**config.mk**
```make
export PLATFORM = sky130hd
export DESIGN_NAME = dm_responder_flat
export DESIGN_NICKNAME = d
export VERILOG_FILES = /design/src/rtl/dm_responder_if.sv /design/src/rtl/dm_responder.sv /design/src/flat_wrapper.sv
export SDC_FILE = /design/constraint.sdc
export NUM_CORES = 2
export LEC_CHECK = 0
export BUFFER_PORTS_ARGS = -buffer_cell sky130_fd_sc_hd__buf_2
export CAP_MARGIN = 10
export CORE_MARGIN = 5
export CORE_UTILIZATION = 28
export DETAILED_ROUTE_END_ITERATION = 8
export SKIP_LAST_GASP = 1
export SLEW_MARGIN = 20
export SYNTH_ARGS = -nofsm -noshare
export SYNTH_HDL_FRONTEND = slang
export SYNTH_SLANG_ARGS = --single-unit
```
**constraint.sdc**
```tcl
create_clock -name clk -period 11.41 [get_ports clk]
set_clock_uncertainty 0.2 [all_clocks]
set_input_delay 2.282 -clock clk [delete_from_list [all_inputs] [get_ports clk]]
set_output_delay 2.282 -clock clk [all_outputs]
set_load 0.1 [all_outputs]
```
**src/rtl/dm_responder_if.sv**
```systemverilog
// Data-memory port bundle between the CPU (master) and the memory responder (slave).
// DM_ADDR_CHECK_EN adds the err completion flag to the bundle.
interface dm_responder_if #(
  parameter int DATA_W = 16
);
  logic [15:0]       addr;
  logic              re;
  logic              we;
  logic [DATA_W-1:0] wrt_data;
  logic [DATA_W-1:0] rd_data;
  logic              rd_valid;
  logic              stall;
`ifdef DM_ADDR_CHECK_EN
  logic              err;
`endif

  modport master (
    output addr, re, we, wrt_data,
    input  rd_data, rd_valid, stall
`ifdef DM_ADDR_CHECK_EN
    , input err
`endif
  );

  modport slave (
    input  addr, re, we, wrt_data,
    output rd_data, rd_valid, stall
`ifdef DM_ADDR_CHECK_EN
    , output err
`endif
  );
endinterface

```
**src/rtl/dm_responder.sv**
```systemverilog
// Multi-cycle data-memory responder: word-addressed storage with a fixed access
// latency and a registered stall so the CPU pipeline can be exercised against slow memory.
// Optional macro DM_ADDR_CHECK_EN: accesses with nonzero address bits above ADDR_W
// complete normally but are rejected (write dropped, read returns zero, err pulses).
// Without it the upper address bits are ignored and the address wraps modulo depth.
module dm_responder #(
  parameter int ADDR_W  = 8,
  parameter int LATENCY = 2,
  parameter int DATA_W  = 16
) (
  input  logic           clk,
  input  logic           rst,
  dm_responder_if.slave  bus
);

  typedef enum logic [1:0] {
    IDLE = 2'd0,
    BUSY = 2'd1,
    DONE = 2'd2
  } state_t;

  // Counter reload: the accept cycle plus the BUSY cycles plus DONE total LATENCY stall cycles.
  localparam logic [3:0] CNT_LOAD = 4'(LATENCY - 1);

  state_t            state_q, state_d;
  logic [3:0]        cnt_q, cnt_d;
  logic [15:0]       addr_q, addr_d;
  logic [DATA_W-1:0] wdata_q, wdata_d;
  logic              is_write_q, is_write_d;
  logic [DATA_W-1:0] rd_data_q, rd_data_d;
  logic              rd_valid_q, rd_valid_d;
  logic              stall_q, stall_d;
  logic              mem_we;
  logic              addr_bad;
  logic [DATA_W-1:0] mem_q [2**ADDR_W];

`ifdef DM_ADDR_CHECK_EN
  logic err_q, err_d;

  assign addr_bad = ((addr_q >> ADDR_W) != 16'd0);
  assign bus.err  = err_q;
`else
  logic unused_addr_hi;

  assign addr_bad       = 1'b0;
  assign unused_addr_hi = |(addr_q >> ADDR_W);
`endif

  assign bus.rd_data  = rd_data_q;
  assign bus.rd_valid = rd_valid_q;
  assign bus.stall    = stall_q;

  // Next-state logic: accept one request in IDLE, count down in BUSY, perform the access in DONE.
  always_comb begin
    state_d    = state_q;
    cnt_d      = cnt_q;
    addr_d     = addr_q;
    wdata_d    = wdata_q;
    is_write_d = is_write_q;
    rd_data_d  = rd_data_q;
    rd_valid_d = 1'b0;
    stall_d    = 1'b0;
    mem_we     = 1'b0;
`ifdef DM_ADDR_CHECK_EN
    err_d      = 1'b0;
`endif
    case (state_q)
      IDLE: begin
        if (bus.re || bus.we) begin
          addr_d     = bus.addr;
          wdata_d    = bus.wrt_data;
          is_write_d = bus.we;
          cnt_d      = CNT_LOAD;
          stall_d    = 1'b1;
          state_d    = (LATENCY == 1) ? DONE : BUSY;
        end
      end
      BUSY: begin
        stall_d = 1'b1;
        cnt_d   = cnt_q - 4'd1;
        if (cnt_q <= 4'd1) begin
          state_d = DONE;
        end
      end
      DONE: begin
        state_d = IDLE;
        cnt_d   = 4'd0;
        if (is_write_q) begin
          mem_we = !addr_bad;
        end else begin
          rd_valid_d = 1'b1;
          rd_data_d  = addr_bad ? '0 : mem_q[addr_q[ADDR_W-1:0]];
        end
`ifdef DM_ADDR_CHECK_EN
        err_d = addr_bad;
`endif
      end
      default: begin
        state_d = IDLE;
      end
    endcase
  end

  // Control and output registers with synchronous reset; the latched request is left as-is on reset.
  always_ff @(posedge clk) begin
    if (rst) begin
      state_q    <= IDLE;
      cnt_q      <= 4'd0;
      rd_data_q  <= '0;
      rd_valid_q <= 1'b0;
      stall_q    <= 1'b0;
`ifdef DM_ADDR_CHECK_EN
      err_q      <= 1'b0;
`endif
    end else begin
      state_q    <= state_d;
      cnt_q      <= cnt_d;
      rd_data_q  <= rd_data_d;
      rd_valid_q <= rd_valid_d;
      stall_q    <= stall_d;
`ifdef DM_ADDR_CHECK_EN
      err_q      <= err_d;
`endif
    end
  end

  // Latched request copies, so the requester's inputs are ignored while busy.
  always_ff @(posedge clk) begin
    addr_q     <= addr_d;
    wdata_q    <= wdata_d;
    is_write_q <= is_write_d;
  end

  // Storage array write port; not reset, and a write pending when reset hits is dropped.
  always_ff @(posedge clk) begin
    if (mem_we && !rst) begin
      mem_q[addr_q[ADDR_W-1:0]] <= wdata_q;
    end
  end

endmodule

```
**src/flat_wrapper.sv**
```systemverilog
// flat-port wrapper written by rule: the top's interface ports become plain ports
module dm_responder_flat 
#(
  parameter int ADDR_W  = 8,
  parameter int LATENCY = 2,
  parameter int DATA_W  = 16
)
  (clk, rst, bus_addr, bus_re, bus_we, bus_wrt_data, bus_rd_data, bus_rd_valid, bus_stall);
  dm_responder_if #(.DATA_W(DATA_W)) bus_i ();
  input  logic clk;
  input  logic rst;
  input wire logic [$bits(bus_i.addr)-1:0] bus_addr;
  input wire logic [$bits(bus_i.re)-1:0] bus_re;
  input wire logic [$bits(bus_i.we)-1:0] bus_we;
  input wire logic [$bits(bus_i.wrt_data)-1:0] bus_wrt_data;
  output wire logic [$bits(bus_i.rd_data)-1:0] bus_rd_data;
  output wire logic [$bits(bus_i.rd_valid)-1:0] bus_rd_valid;
  output wire logic [$bits(bus_i.stall)-1:0] bus_stall;
  assign bus_i.addr = bus_addr;
  assign bus_i.re = bus_re;
  assign bus_i.we = bus_we;
  assign bus_i.wrt_data = bus_wrt_data;
  assign bus_rd_data = bus_i.rd_data;
  assign bus_rd_valid = bus_i.rd_valid;
  assign bus_stall = bus_i.stall;
  dm_responder #(.ADDR_W(ADDR_W), .LATENCY(LATENCY), .DATA_W(DATA_W)) u_core (.clk(clk), .rst(rst), .bus(bus_i));
endmodule
```
======== Word-level counts from Yosys, hierarchy flattened ========
Memory sizes are Yosys's and may differ from the RTL's. A register that Yosys moved wholly into a read port is not among the register bits.
Index checks and enable logic that the tools add are counted.
word-level totals
  bits in registers ....................... 33
  RAM bits ................................ 4096
  output and inout bits ................... 18
  word-level logic and storage cells ...... 38
  memories kept ........................... 1
memory list
  memory        depth  bits a word  rd ports  clocked after memory_dff  write ports  RTL line            text
  u_core.mem_q  256    16           1         1                         1            dm_responder.sv:35  logic [DATA_W-1:0] mem_q [2**ADDR_W];
cells by class
  add/subtract/negate cells ............... 1
  $lt $le $gt $ge ......................... 1
  equality and inequality tests ........... 4
  muxes and demuxes ....................... 12
  bitwise logic cells ..................... 2
  reduce and logical (&&, ||, !) cells .... 10
operators by type and width
  kind                                                                     count
  4-bit case mux with 3 select lines                                       1
  2-bit AND reduction                                                      4
  1-bit 2-to-1 mux                                                         6
  4-bit by 1-bit <= comparator with 1-bit output, second input constant    1
  2-bit 2-to-1 mux                                                         2
  4-bit 2-to-1 mux                                                         1
  2-bit by 1-bit inequality test with 1-bit output, second input constant  2
  2-bit case mux with 2 select lines                                       1
  4-bit by 1-bit subtractor with 4-bit output, second input constant       1
  3-bit nonzero test                                                       1
  2-bit by 1-bit equality test with 1-bit output, second input constant    1
  2-bit equality test, second input constant                               1
  2-bit logical NOT                                                        1
  1-bit inverter                                                           2
  1-bit case mux with 2 select lines                                       1
  2-bit OR reduction                                                       1
  1-bit logical AND                                                        1
  1-bit logical NOT                                                        1
  1-bit logical OR                                                         1

======== Logic depth before layout (Yosys ltp) ========
  depth in word-level cells ............... 5
  gate-level depth with buffers ........... 14
  depth with buffers taken out ............ 8

======== Worst setup path after synthesis ========
Ideal clock, no wire load.
  kind .................................... in2reg
  start point ............................. input port rst
  end point ............................... memory u_core.mem_q[168][0], enable pin
  arrival ................................. 4.534 ns
  required time ........................... 10.780 ns
  setup slack ............................. 6.246 ns
  cell stages on the path ................. 3
  buffers on the path ..................... 0
  path through ............................ nor2_1 -> nand3_1 -> nor4_1
on the way
  word-level cells in the longest chain between the ends .. 4
ends and longest elaborated chain
  element                                 RTL line             text
  start: declaration                      flat_wrapper.sv:11   input logic rst;
  1-bit logical NOT                       dm_responder.sv:136  if (mem_we && !rst) begin
  1-bit logical AND                       dm_responder.sv:136
  1-bit 2-to-1 mux                        dm_responder.sv:136
  1-bit 2-to-1 mux (implied by the code)  dm_responder.sv:137  mem_q[addr_q[ADDR_W-1:0]] <= wdata_q;
  end: declaration                        dm_responder.sv:35
No other way between the ends.

==> metrics.md <==
| Metric | Value |
|---|---|
| Number of synthesized flops with an enable pin | `just over 4000` |
| Xor/xnor share of the synthesized area | `0` |
| Synth Area in Compound Gates | `0.0197` |
| Crit path capture type | `register` |
| CTS Buffer Depth | `4` |
| Worst slew pin tran | `1.21 ns` |
| Initial antenna violation count | `22` |
| Worst flop-to-flop path startpoint | `u_core.addr_q[0]` |
| Commonest cells after routing, fill and taps aside | `edfxtp_1, mux4_2, clkbuf_16, buf_4, mux2i_1` |
| Cells after Synth | `7073` |
| Layout cells sized above 1 | `0.279` |
| Final HPWL DP | `between 200000 and 300000 um` |
| Setup Buffers After CTS | `0` |
| Design area | `0.184 sq mm` |
| Most common cell on crit path | `buf_4` |
| Worst r2r dst | `u_core.bus.rd_data[10]` |
| Endpoints failing hold | `0` |
| Commonest non-fill, non-tap cell in the layout | `edfxtp_1` |
| Top FF cell, synth | `edfxtp_1` |
| Critical path's largest stage delay | `roughly 0.96 ns` |
| Post-DP Area | `0.171 sq mm` |
| Max VDD drop | `0.000168 V` |
| Crit-path max FO | `74` |
| Worst Path Arrival | `around 6.5 ns` |
| Vias in the first global route | `77720` |
| CTS H-tree depth | `5` |
| Clk Latency, worst-skew pair | `about 0.97 ns` |
| Final Util | `0.324` |
| Post-DR wirelength/cell | `27.8 um` |
| I/O Buffers | `45` |
| Yosys reg bits | `between 4000 and 5000` |
| Synthesis warning total | `0` |
| Slew HR | `0.194` |
| Max-cap violation count | `0` |
| IO Pins | `between 50 and 60` |
| R2r setup slk | `5.61 ns` |
| Kind of cell adding the most delay to the critical path | `buffers and inverters` |
| Final GP Congestion | `about 0.84` |
| Startpoint Class | `register` |
| Die width | `roughly 760 um` |
| Register-to-Register Path Depth | `10` |
| Avg Cell Area, Syn | `approximately 23 sq um` |
| Layout area overhead | `15.3%` |
| Hold path startpoint | `u_core.bus.rd_data[9]` |
| Worst-case hold path end point | `u_core.bus.rd_data[9]` |
| Remaining DRCs | `0` |
| Post-Syn Nets | `7114` |
| Row cnt | `277` |
| DR iter-0 viols | `9795` |
| Synth Area in Simple Gates | `0.0194` |
| Seq/Total Area, Yosys | `0.779` |
| Tcrit/Tclk final | `0.508` |
| Via Count | `77265` |
| Die area | `slightly below 0.6 sq mm` |
| Outcome | `complete, no violations` |
| Setup TNS | `0 ns` |
| Critical-path cell list | `buf_4 > buf_12 > buf_4 > mux4_2 > mux2i_1 > nor3_1 > or3_1 > a21oi_1 > o32a_1 > o2bb2ai_1` |
| Mapped Area | `0.160 sq mm` |
| Die Y | `between 700 and 800 um` |
| Mux cell area share after synthesis | `0.167` |
| Clock sinks | `between 4000 and 5000` |
| Crit path from | `u_core.addr_q[0]` |
| Congestion Overflow GR | `0` |
| CTS clk-pin slew, worst paths | `about 0.060 ns` |
| Post-layout min period | `5.80 ns` |
| Clk root buf | `clkbuf_16` |
| Cts repair resizes | `0` |
| Total CTS buffers | `slightly above 400` |
| Bufs and invs on worst path | `3` |
| Pleak | `around 56 nW` |
| Ys async rst share | `0` |
| Post-Route WL | `between 400000 and 500000 um` |
| CTS Hold Buffers Added | `0` |
| Critical path type | `register to register` |
| Initial DRT Pass Iterations | `5` |
| Synth cell types | `64` |
| Fmax | `~0.17 GHz` |
| WHS Path Cells | `2` |
| Gr usage total | `0.142` |
| CTS tree | `done` |
| Final antenna-violating net count | `0` |
| Starting Density | `0.281` |
| Placeable Area | `about 0.57 sq mm` |
| Power Density | `roughly 190 mW/mm^2` |
| Pin count of the biggest net entering global routing | `around 200` |
| Largest family of logic cells by synthesized area | `multiplexers` |
| RSZ-0062 raised after global routing | `no` |
| Fillers | `roughly 53000` |
| Vias/cell | `5.02` |
| Synth Area in Adders | `0.000392` |
| Setup violators final | `0` |
| CP Data Required Time | `12.07 ns` |
| Layout Nets | `7556` |
| First-pass GRT wire length | `~600000 um` |
| Final slew viol count | `0` |
| Max stage delay cell, worst path | `edfxtp_1` |
| HP Class | `register to register` |
## routing by layer
metal,global-route usage,routed length [um],up-vias
met5,0,59,-
li1,-,-,30956
met2,0.229,205000,3752
met4,0.0522,16600,8
met3,0.0353,41900,688
met1,0.186,165000,41861
## cell type report
class / count / area (sq um) / share of cell area
clock inverter: 239 / 2250 / 0.0123
inverter: 9 / 38.8 / 0.000211
tap: 7533 / 9430 / 0.0513
antenna: 10 / 25.0 / 0.000136
sequential: 4145 / 124000 / 0.676
clock buffer: 513 / 10800 / 0.0588
multi-input combinational: 2504 / 33400 / 0.182
timing repair buffer: 443 / 3730 / 0.0203
## synth_stat cells, types with 26 or more instances
library cell | count | area share
mux2i_1 | 299 | 0.019
buf_4 | 96 | 0.0045
a32oi_1 | 26 | 0.0014
nor2b_1 | 31 | 0.0012
o22ai_1 | 44 | 0.0017
mux4_2 | 1039 | 0.15
buf_2 | 139 | 0.0044
a22oi_1 | 111 | 0.0052
buf_6 | 30 | 0.0021
nor2_1 | 290 | 0.0068
edfxtp_1 | 4121 | 0.78
o21ai_0 | 52 | 0.0016
nand3_1 | 81 | 0.0025
nor3_1 | 58 | 0.0018
a21oi_1 | 47 | 0.0015
clkbuf_1 | 125 | 0.0029
nand2_1 | 168 | 0.0040
## stage by stage
| stage | std cells | total power [W] | hold slack [ns] | setup slack (ns) |
|---|---|---|---|---|
| after floorplan | 7073 | 0.0203 | 0.257 | 6.25 |
| after global placement | 14627 | 0.0218 | 0.303 | 5.48 |
| after detailed placement | 14627 | 0.0219 | 0.299 | 5.48 |
| after CTS | 15379 | 0.0350 | 0.305 | 5.50 |
| after global routing | 15387 | 0.0359 | 0.325 | 5.22 |
| final | 15396 | 0.0348 | 0.314 | 5.61 |
## tightest hold or removal path: stages, from the launching register on
cell	delay, ns
dfxtp_1	0.32
nor2_1	0.10
a211oi_1	0.05
## where the power goes
group | leakage (nW) | switching [W] | internal [W]
combinational | 12.6 | 0.00286 | 0.00141
sequential | 37.2 | 0.0000530 | 0.0172
clock | 6.38 | 0.00574 | 0.00746
## cells by family (layout without fill, tap and decap cells)
| family | count (synthesis) | count (layout) |
|---|---|---|
| compound gates | 439 | 439 |
| buf+inv | 424 | 1204 |
| fa+ha+maj | 5 | 5 |
| flops | 4145 | 4145 |
| other cells | 0 | 10 |
| mux | 1357 | 1357 |
| simple gates | 703 | 703 |
## how the worst max path moves through the flow
stage / to / slack, ns / cells after the start
floorplan: u_core.mem_q[168][0] / 6.25 / 3
finish: u_core.bus.rd_data[10] / 5.61 / 10
global placement: u_core.mem_q[60][9] / 5.48 / 6
CTS: u_core.bus.rd_data[15] / 5.50 / 10
global route: u_core.bus.rd_data[15] / 5.22 / 10
detailed placement: u_core.mem_q[60][9] / 5.48 / 6
## sequential cells by signal (all words and copies together) (netlist names)
register and flops:
u_core.state_q 2, u_core.bus.stall 1, u_core.bus.rd_valid 1, u_core.bus.rd_data 16
u_core.wdata_q 16, u_core.mem_q 4096, u_core.addr_q 8, u_core.cnt_q 4
u_core.is_write_q 1
Power figures use the tool's default switching activity.
